--- config.mk ---
export PLATFORM = sky130hd
export DESIGN_NAME = btn_move_ctrl
export DESIGN_NICKNAME = d
export VERILOG_FILES = /design/src/rtl/meikyuu_defs_pkg.sv /design/src/rtl/btn_debounce.sv /design/src/rtl/btn_move_ctrl.sv
export SDC_FILE = /design/constraint.sdc
export NUM_CORES = 1
export LEC_CHECK = 0
export BUFFER_PORTS_ARGS = -buffer_cell sky130_fd_sc_hd__buf_2
export CORE_ASPECT_RATIO = 0.8
export CORE_MARGIN = 4
export CORE_UTILIZATION = 50
export DETAILED_ROUTE_END_ITERATION = 8
export GPL_ROUTABILITY_DRIVEN = 0
export PLACE_DENSITY = 0.68
export SYNTH_ARGS = -nofsm -noshare
export SYNTH_HDL_FRONTEND = slang
export SYNTH_SLANG_ARGS = --single-unit
--- constraint.sdc ---
create_clock -name CLOCK_50 -period 4.36 [get_ports CLOCK_50]
set_input_delay 0.654 -clock CLOCK_50 [delete_from_list [all_inputs] [get_ports CLOCK_50]]
set_output_delay 0.654 -clock CLOCK_50 [all_outputs]
set_load 0.05 [all_outputs]
--- src/rtl/meikyuu_defs_pkg.sv ---
// Shared definitions for the meikyuu input path: direction codes, movement FSM
// states and the default button timing constants.
package meikyuu_defs;

    localparam logic [1:0] DIR_UP    = 2'b00;
    localparam logic [1:0] DIR_DOWN  = 2'b01;
    localparam logic [1:0] DIR_LEFT  = 2'b10;
    localparam logic [1:0] DIR_RIGHT = 2'b11;

    typedef enum logic [1:0] {
        ST_IDLE   = 2'b00,
        ST_DELAY  = 2'b01,
        ST_REPEAT = 2'b10
    } move_state_t;

    localparam int DEF_DEBOUNCE_CYC     = 500_000;
    localparam int DEF_REPEAT_DELAY_CYC = 12_500_000;
    localparam int DEF_REPEAT_PER_CYC   = 833_333;
    localparam int DEF_CNT_W            = 24;

    function automatic longint max3(input longint a, input longint b, input longint c);
        longint m;
        m = (a > b) ? a : b;
        return (m > c) ? m : c;
    endfunction

endpackage

--- src/rtl/btn_debounce.sv ---
// One button: 2-FF synchroniser, polarity normalisation (1 = pressed) and a
// counter-based debouncer that only moves after DEBOUNCE_CYC stable cycles.
module btn_debounce #(
    parameter int DEBOUNCE_CYC   = 500_000,
    parameter bit BTN_ACTIVE_LOW = 1'b1,
    parameter int CNT_W          = 24
) (
    input  logic CLOCK_50,
    input  logic reset,
    input  logic raw,
    output logic level
);

    localparam logic IDLE_LVL = BTN_ACTIVE_LOW ? 1'b1 : 1'b0;

    logic             sync1;
    logic             sync2;
    logic             pressed;
    logic [CNT_W-1:0] cnt;

    // Sync flops reset to the released electrical level so reset reads as not-pressed.
    always_ff @(posedge CLOCK_50 or posedge reset) begin
        if (reset) begin
            sync1 <= IDLE_LVL;
            sync2 <= IDLE_LVL;
        end else begin
            sync1 <= raw;
            sync2 <= sync1;
        end
    end

    assign pressed = sync2 ^ IDLE_LVL;

    always_ff @(posedge CLOCK_50 or posedge reset) begin
        if (reset) begin
            level <= 1'b0;
            cnt   <= '0;
        end else if (pressed != level) begin
            if (cnt == CNT_W'(DEBOUNCE_CYC - 1)) begin
                level <= pressed;
                cnt   <= '0;
            end else begin
                cnt <= cnt + CNT_W'(1);
            end
        end else begin
            cnt <= '0;
        end
    end

endmodule

--- src/rtl/btn_move_ctrl.sv ---
// Turns four raw direction buttons into rate-limited step commands (first step
// at once, then auto-repeat) delivered over a single-entry valid/ready handshake.
module btn_move_ctrl
    import meikyuu_defs::*;
#(
    parameter bit BTN_ACTIVE_LOW   = 1'b1,
    parameter int DEBOUNCE_CYC     = DEF_DEBOUNCE_CYC,
    parameter int REPEAT_DELAY_CYC = DEF_REPEAT_DELAY_CYC,
    parameter int REPEAT_PER_CYC   = DEF_REPEAT_PER_CYC,
    parameter int CNT_W            = DEF_CNT_W
) (
    input  logic       CLOCK_50,
    input  logic       reset,
    input  logic       btn_up_raw,
    input  logic       btn_down_raw,
    input  logic       btn_left_raw,
    input  logic       btn_right_raw,
    input  logic       step_ready,
    output logic       step_valid,
    output logic [1:0] step_dir,
    output logic [3:0] held,
    output logic       overrun
);

    localparam longint MAX_CYC = max3(longint'(DEBOUNCE_CYC), longint'(REPEAT_DELAY_CYC),
                                      longint'(REPEAT_PER_CYC));
    localparam logic [CNT_W-1:0] DELAY_LOAD = CNT_W'(REPEAT_DELAY_CYC - 1);
    localparam logic [CNT_W-1:0] PER_LOAD   = CNT_W'(REPEAT_PER_CYC - 1);

    if (MAX_CYC >= (longint'(1) << CNT_W)) begin : g_cnt_w_check
        $error("btn_move_ctrl: CNT_W too narrow for the configured cycle counts");
    end

    logic [3:0]       raw_vec;
    logic             req_any;
    logic [1:0]       req_dir;
    logic             issue;
    logic [1:0]       last_dir;
    logic [CNT_W-1:0] rcnt;
    move_state_t      state;

    assign raw_vec = {btn_right_raw, btn_left_raw, btn_down_raw, btn_up_raw};

    for (genvar i = 0; i < 4; i++) begin : g_btn
        btn_debounce #(
            .DEBOUNCE_CYC  (DEBOUNCE_CYC),
            .BTN_ACTIVE_LOW(BTN_ACTIVE_LOW),
            .CNT_W         (CNT_W)
        ) u_btn (
            .CLOCK_50(CLOCK_50),
            .reset   (reset),
            .raw     (raw_vec[i]),
            .level   (held[i])
        );
    end

    // Opposing pairs cancel each other; what is left resolves up > down > left > right.
    always_comb begin
        req_any = 1'b1;
        req_dir = DIR_UP;
        if (held[0] && !held[1])      req_dir = DIR_UP;
        else if (held[1] && !held[0]) req_dir = DIR_DOWN;
        else if (held[2] && !held[3]) req_dir = DIR_LEFT;
        else if (held[3] && !held[2]) req_dir = DIR_RIGHT;
        else                          req_any = 1'b0;
    end

    always_comb begin
        issue = 1'b0;
        if (req_any) begin
            if (state == ST_IDLE)                         issue = 1'b1;
            else if (req_dir != last_dir || rcnt == '0)   issue = 1'b1;
        end
    end

    // A step that cannot be handed over is dropped and flagged; the pending one stays intact.
    always_ff @(posedge CLOCK_50 or posedge reset) begin
        if (reset) begin
            state      <= ST_IDLE;
            rcnt       <= '0;
            last_dir   <= DIR_UP;
            step_valid <= 1'b0;
            step_dir   <= DIR_UP;
            overrun    <= 1'b0;
        end else begin
            case (state)
                ST_IDLE: begin
                    if (req_any) begin
                        state    <= ST_DELAY;
                        rcnt     <= DELAY_LOAD;
                        last_dir <= req_dir;
                    end
                end
                default: begin
                    if (!req_any) begin
                        state <= ST_IDLE;
                    end else if (req_dir != last_dir) begin
                        state    <= ST_DELAY;
                        rcnt     <= DELAY_LOAD;
                        last_dir <= req_dir;
                    end else if (rcnt == '0) begin
                        state <= ST_REPEAT;
                        rcnt  <= PER_LOAD;
                    end else begin
                        rcnt <= rcnt - CNT_W'(1);
                    end
                end
            endcase

            if (issue && (!step_valid || step_ready)) begin
                step_valid <= 1'b1;
                step_dir   <= req_dir;
            end else begin
                if (issue)      overrun    <= 1'b1;
                if (step_ready) step_valid <= 1'b0;
            end
        end
    end

endmodule

Word level (Yosys, flattened, before mapping)
Index checks and enable logic that the tools add are counted.

Logic and storage cells: 101. Output and inout bits: 8. Input port bits: 7. Bits in registers: 140.

Add/subtract/negate cells: 5. Bitwise operators: 5. Equality and inequality tests: 11. Multiplexer cells: 35. Reductions and logical operators: 23.

Operators with widths (count): $mux W24 (13); $add A24 B1 Y24 const B (4); $eq A24 B19 Y1 const B (4); $mux W2 (13); $logic_not A24 Y1 (1); $sub A24 B1 Y24 const B (1); $reduce_and A2 Y1 (7); $mux W1 (9); $logic_and A1 B1 Y1 (5); $logic_not A1 Y1 (5); $not A1 Y1 (5); $ne A1 B1 Y1 (4); $ne A4 B1 Y1 const B (1); $reduce_bool A2 Y1 (2); $logic_not A2 Y1 (1); $logic_or A1 B1 Y1 (2); $ne A2 B2 Y1 (1); $ne A2 B2 Y1 const B (1).

Logic depth before layout (Yosys ltp)
Depth after elaboration: 14. Depth in mapped cells: 8. Depth with buffers taken out: 7.

Hierarchy
A second synthesis with hierarchy kept.

Cells, all modules: 785. Area, all modules: 7233.2 um^2.

Modules (own cells, without submodules): btn_debounce (cells each 145, instances 4, area each 1350.0 um^2, sequential area each 678.2 um^2); btn_move_ctrl (cells each 205, instances 1, area each 1833.0 um^2, sequential area each 800.8 um^2).

Worst setup path before layout
Ideal clock, no wire load.

Path kind: register to register. From: register rcnt[12]. To: register step_dir[0]. Data required time: 4235 ps. Setup slack: 2004 ps. Library setup time: 125 ps. Arrival: 2231 ps. Stages on the path, launching flop included: 8. Cells stage by stage: dfrtp_1 > buf_6 > or4_4 > or3_4 > or2_0 > buf_2 > a31oi_1 > mux2_2.

Cells in the longest elaborated chain, start to end: 6.

RTL lines: from (decl) (line btn_move_ctrl.sv:39) `logic [CNT_W-1:0] rcnt;`; from (signal assigned) (line btn_move_ctrl.sv:105) `rcnt <= rcnt - CNT_W'(1);`; $logic_not A24 Y1 (line btn_move_ctrl.sv:72) `else if (req_dir != last_dir || rcnt == '0) issue = 1'b1;`; $logic_or A1 B1 Y1 (line btn_move_ctrl.sv:72); $mux W1 (line btn_move_ctrl.sv:72); $mux W1 (line btn_move_ctrl.sv:71) `if (state == ST_IDLE) issue = 1'b1;`; $mux W1 (line btn_move_ctrl.sv:70) `if (req_any) begin`; $logic_and A1 B1 Y1 (line btn_move_ctrl.sv:110) `if (issue && (!step_valid || step_ready)) begin`; to (signal assigned) (line btn_move_ctrl.sv:112) `step_dir <= req_dir;`; to (decl) (line btn_move_ctrl.sv:20) `output logic [1:0] step_dir,`.

Every way passes these cells. A chain may end at the register's enable or synchronous reset.

Worst setup path after layout
From: register rcnt[12]. To: register rcnt[11].

Cells in the longest elaborated chain, start to end: 5.

RTL lines: $logic_not A24 Y1 (line btn_move_ctrl.sv:101) `end else if (rcnt == '0) begin`; $mux W24 (line btn_move_ctrl.sv:101); $mux W24 (line btn_move_ctrl.sv:97) `end else if (req_dir != last_dir) begin`; $mux W24 (line btn_move_ctrl.sv:95) `if (!req_any) begin`; $mux W24 (line btn_move_ctrl.sv:86) `case (state)`.

Every way passes these cells. The select of a mux whose other input is x is not followed.

==> qor.csv <==
metric;value;unit
detailed placement HPWL;8800;um
Row Count;38;
DRC violations left;0;
Placed Cells;899;
core box area;0.0136;sq mm
P&R area growth vs syn;11.3;%
worst vdd ir;0.281;mV
port bufs;14;
hold_buf cts;0;
post-synthesis sequential area ratio;0.500;
Clock Tree Root;clkbuf_16;
CP top delay family;simple AND/OR/NAND/NOR gates;
Synth top cells by count;138 x nor2_1, 132 x dfrtp_1, 71 x xor2_1, 49 x nand3_1, 48 x nand2_1;
Slew Limit Headroom;0.245;
syn_nets;747;
CTS tree;yes;
RSZ-0062 raised after global routing;no;
first-pass GRT wire length;23700;um
diode count;0;
Worst Path Max Fanout;15;
setup ws final;1470;ps
CTS Buf Count;17;
initial antenna violation count;0;
Hold Vio Cnt, Final;0;
FILL cells;1117;
worst skew pair latency;420;ps
count of state elements after synthesis;140;
startpoint class of the critical path;flop;
largest net degree at the start of global routing;105;
routed len/inst;14.5;um
Synth top area share;0.470;
worst slew pin tran;1130;ps
CP required;4660;ps
Vias/cell;5.59;
# IOs;15;
worst path cell trace;or4_4 > or3_4 > nor2_1 > o211ai_1 > a22o_1;
Synth area leader;dfrtp_1;
count of cell types in the netlist;59;
postcts setup bufs;0;
vias in the first global route;5093;
total congestion overflow;0;
Main synth FF type;dfrtp_1;
1st-iter DRT viols;315;
cell with the most instances after synthesis;nor2_1;
Hold Path Class;input pin to flop;
Max Buffers Root-to-Sink;2;
Initial Util;0.515;
die span in x;140;um
Setup Viol. Count Final;0;
routed wire length;13500;um
Final Core Density;0.573;
TritonRoute pass-1 iters;5;
setup_tns;0;ps
post-CTS sizing;0;
critical path's slowest cell;nor2_1;
Final min period;2890;ps
CP peak stage delay;790;ps
Die Ht;114;um
WP data arrival;3200;ps
worst setup path class;flop to flop;
Yosys warnings;0;
layout cells sized above 1;0.0852;
Pleak;3.45;nW
dpl ws;1540;ps
# nets final;752;
CP Capture Type;flop;
Setup Skew;6.31;ps
Syn Inst Count;733;
status;finished, final reports clean;
CTS Sinks;140;
Post-synth ARST share;1.00;
CP bufs+invs;0;
Avg Inst Size Synth;9.58;sq um
PD cells;373;mW/mm^2
Final Slew Violations;0;
total track usage;0.181;
H-tree levels;4;
Clock transition at path regs;60;ps
Via Count;5201;
mapped cell area;0.00702;sq mm
Post-synth EDFFs;0;
fmax;346;MHz
final worst-path cycle share;0.664;
dominant cells by area after synthesis;dfrtp_1 47%, xor2_1 8.9%, nor2_1 7.4%;
Max Cap Viol;0;
post-route insts no fill;931;
die area;0.0160;sq mm
number of routed nets with antenna violations;0;
worst paths after layout:
check	start	to	slack, ps	cells past startpoint
min in group asynchronous	reset	g_btn[1].u_btn.cnt[19]$_DFF_PP0_	360	2
max	rcnt[12]$_DFFE_PP0P_	rcnt[11]$_DFFE_PP0P_	1470	5
min	btn_right_raw	g_btn[3].u_btn.sync1$_DFF_PP1_	330	1
min reg2reg	g_btn[3].u_btn.sync1$_DFF_PP1_	g_btn[3].u_btn.sync2$_DFF_PP1_	350	0
max reg2reg	rcnt[12]$_DFFE_PP0P_	rcnt[11]$_DFFE_PP0P_	1470	5
max in group asynchronous	reset	rcnt[19]$_DFFE_PP0P_	3010	3
placed cells by master, fill, tap and decap left out, types with 3 or more instances in the layout:
master,instances
a211oi_1,5
nor2_1,138
o2111ai_1,3
buf_2,14
xnor2_1,27
nand2b_1,6
nand3_1,49
or3_1,6
xor2_1,71
o21ai_0,9
nor3b_1,3
and3_1,17
or2_2,3
bufinv_16,4
clkbuf_1,3
or4_1,3
o211ai_1,4
inv_1,17
clkbuf_16,17
nor3_1,25
dfrtp_1,132
nand4_1,34
a31oi_1,3
a21oi_1,12
nor4_1,13
dfstp_2,8
nor4b_1,8
mux2i_1,6
ha_1,7
nand2_1,48
nor2b_1,3
clkinvlp_4,3
a311oi_1,5
and4_1,8
stage by stage:
| stage | total power, mW | hold slack [ps] | cell area, sq um |
|---|---|---|---|
| global route | 3.02 | 313 | 7810 |
| finish | 2.91 | 334 | 7810 |
| global placement | 1.41 | 346 | 7190 |
| detailed placement | 1.42 | 347 | 7190 |
| floorplan | 1.40 | 345 | 7030 |
| CTS | 2.95 | 309 | 7810 |
metal layers:
layer / part of all wire / track usage / up-vias
met5: 0 / 0 / -
met4: 0.011 / 0.0542 / 0
met1: 0.47 / 0.236 / 2536
met2: 0.47 / 0.301 / 101
met3: 0.046 / 0.0474 / 11
li1: - / - / 2553
logic make-up (layout without fill, tap and decap cells):
kind of cell | Yosys count | after routing | synth area share
adders and majority gates | 7 | 7 | 0.0125
buffers and inverters | 48 | 66 | 0.0326
AOI/OAI and AO/OA | 56 | 56 | 0.0551
xor gates and xnor gates | 98 | 98 | 0.122
DFF | 140 | 140 | 0.500
muxes | 7 | 7 | 0.0102
and+or+nand+nor | 377 | 377 | 0.267
flip-flops by register name (all words and copies together) (netlist names):
signal             flops
step_dir               2
g_btn.u_btn.cnt       96
step_valid             1
g_btn.u_btn.sync1      4
state                  2
g_btn.u_btn.sync2      4
last_dir               2
rcnt                  24
overrun                1
g_btn.u_btn.level      4
cell type report:
cell class | instances | area [sq um] | area share
inverters | 18 | 71.3 | 0.00913
flip-flops and latches | 140 | 3510 | 0.450
clock inverters | 10 | 163 | 0.0208
clock buffers | 22 | 464 | 0.0594
repair buffers | 16 | 97.6 | 0.0125
multi-input cells | 545 | 3280 | 0.420
well taps | 180 | 225 | 0.0288
power by group:
| group | switching [mW] | total [mW] | internal [mW] |
|---|---|---|---|
| Combinational | 0.0474 | 0.0622 | 0.0148 |
| Sequential | 0.0115 | 1.33 | 1.32 |
| Clock | 0.533 | 1.52 | 0.989 |
Note: power is estimated with default switching activity, not from simulation.
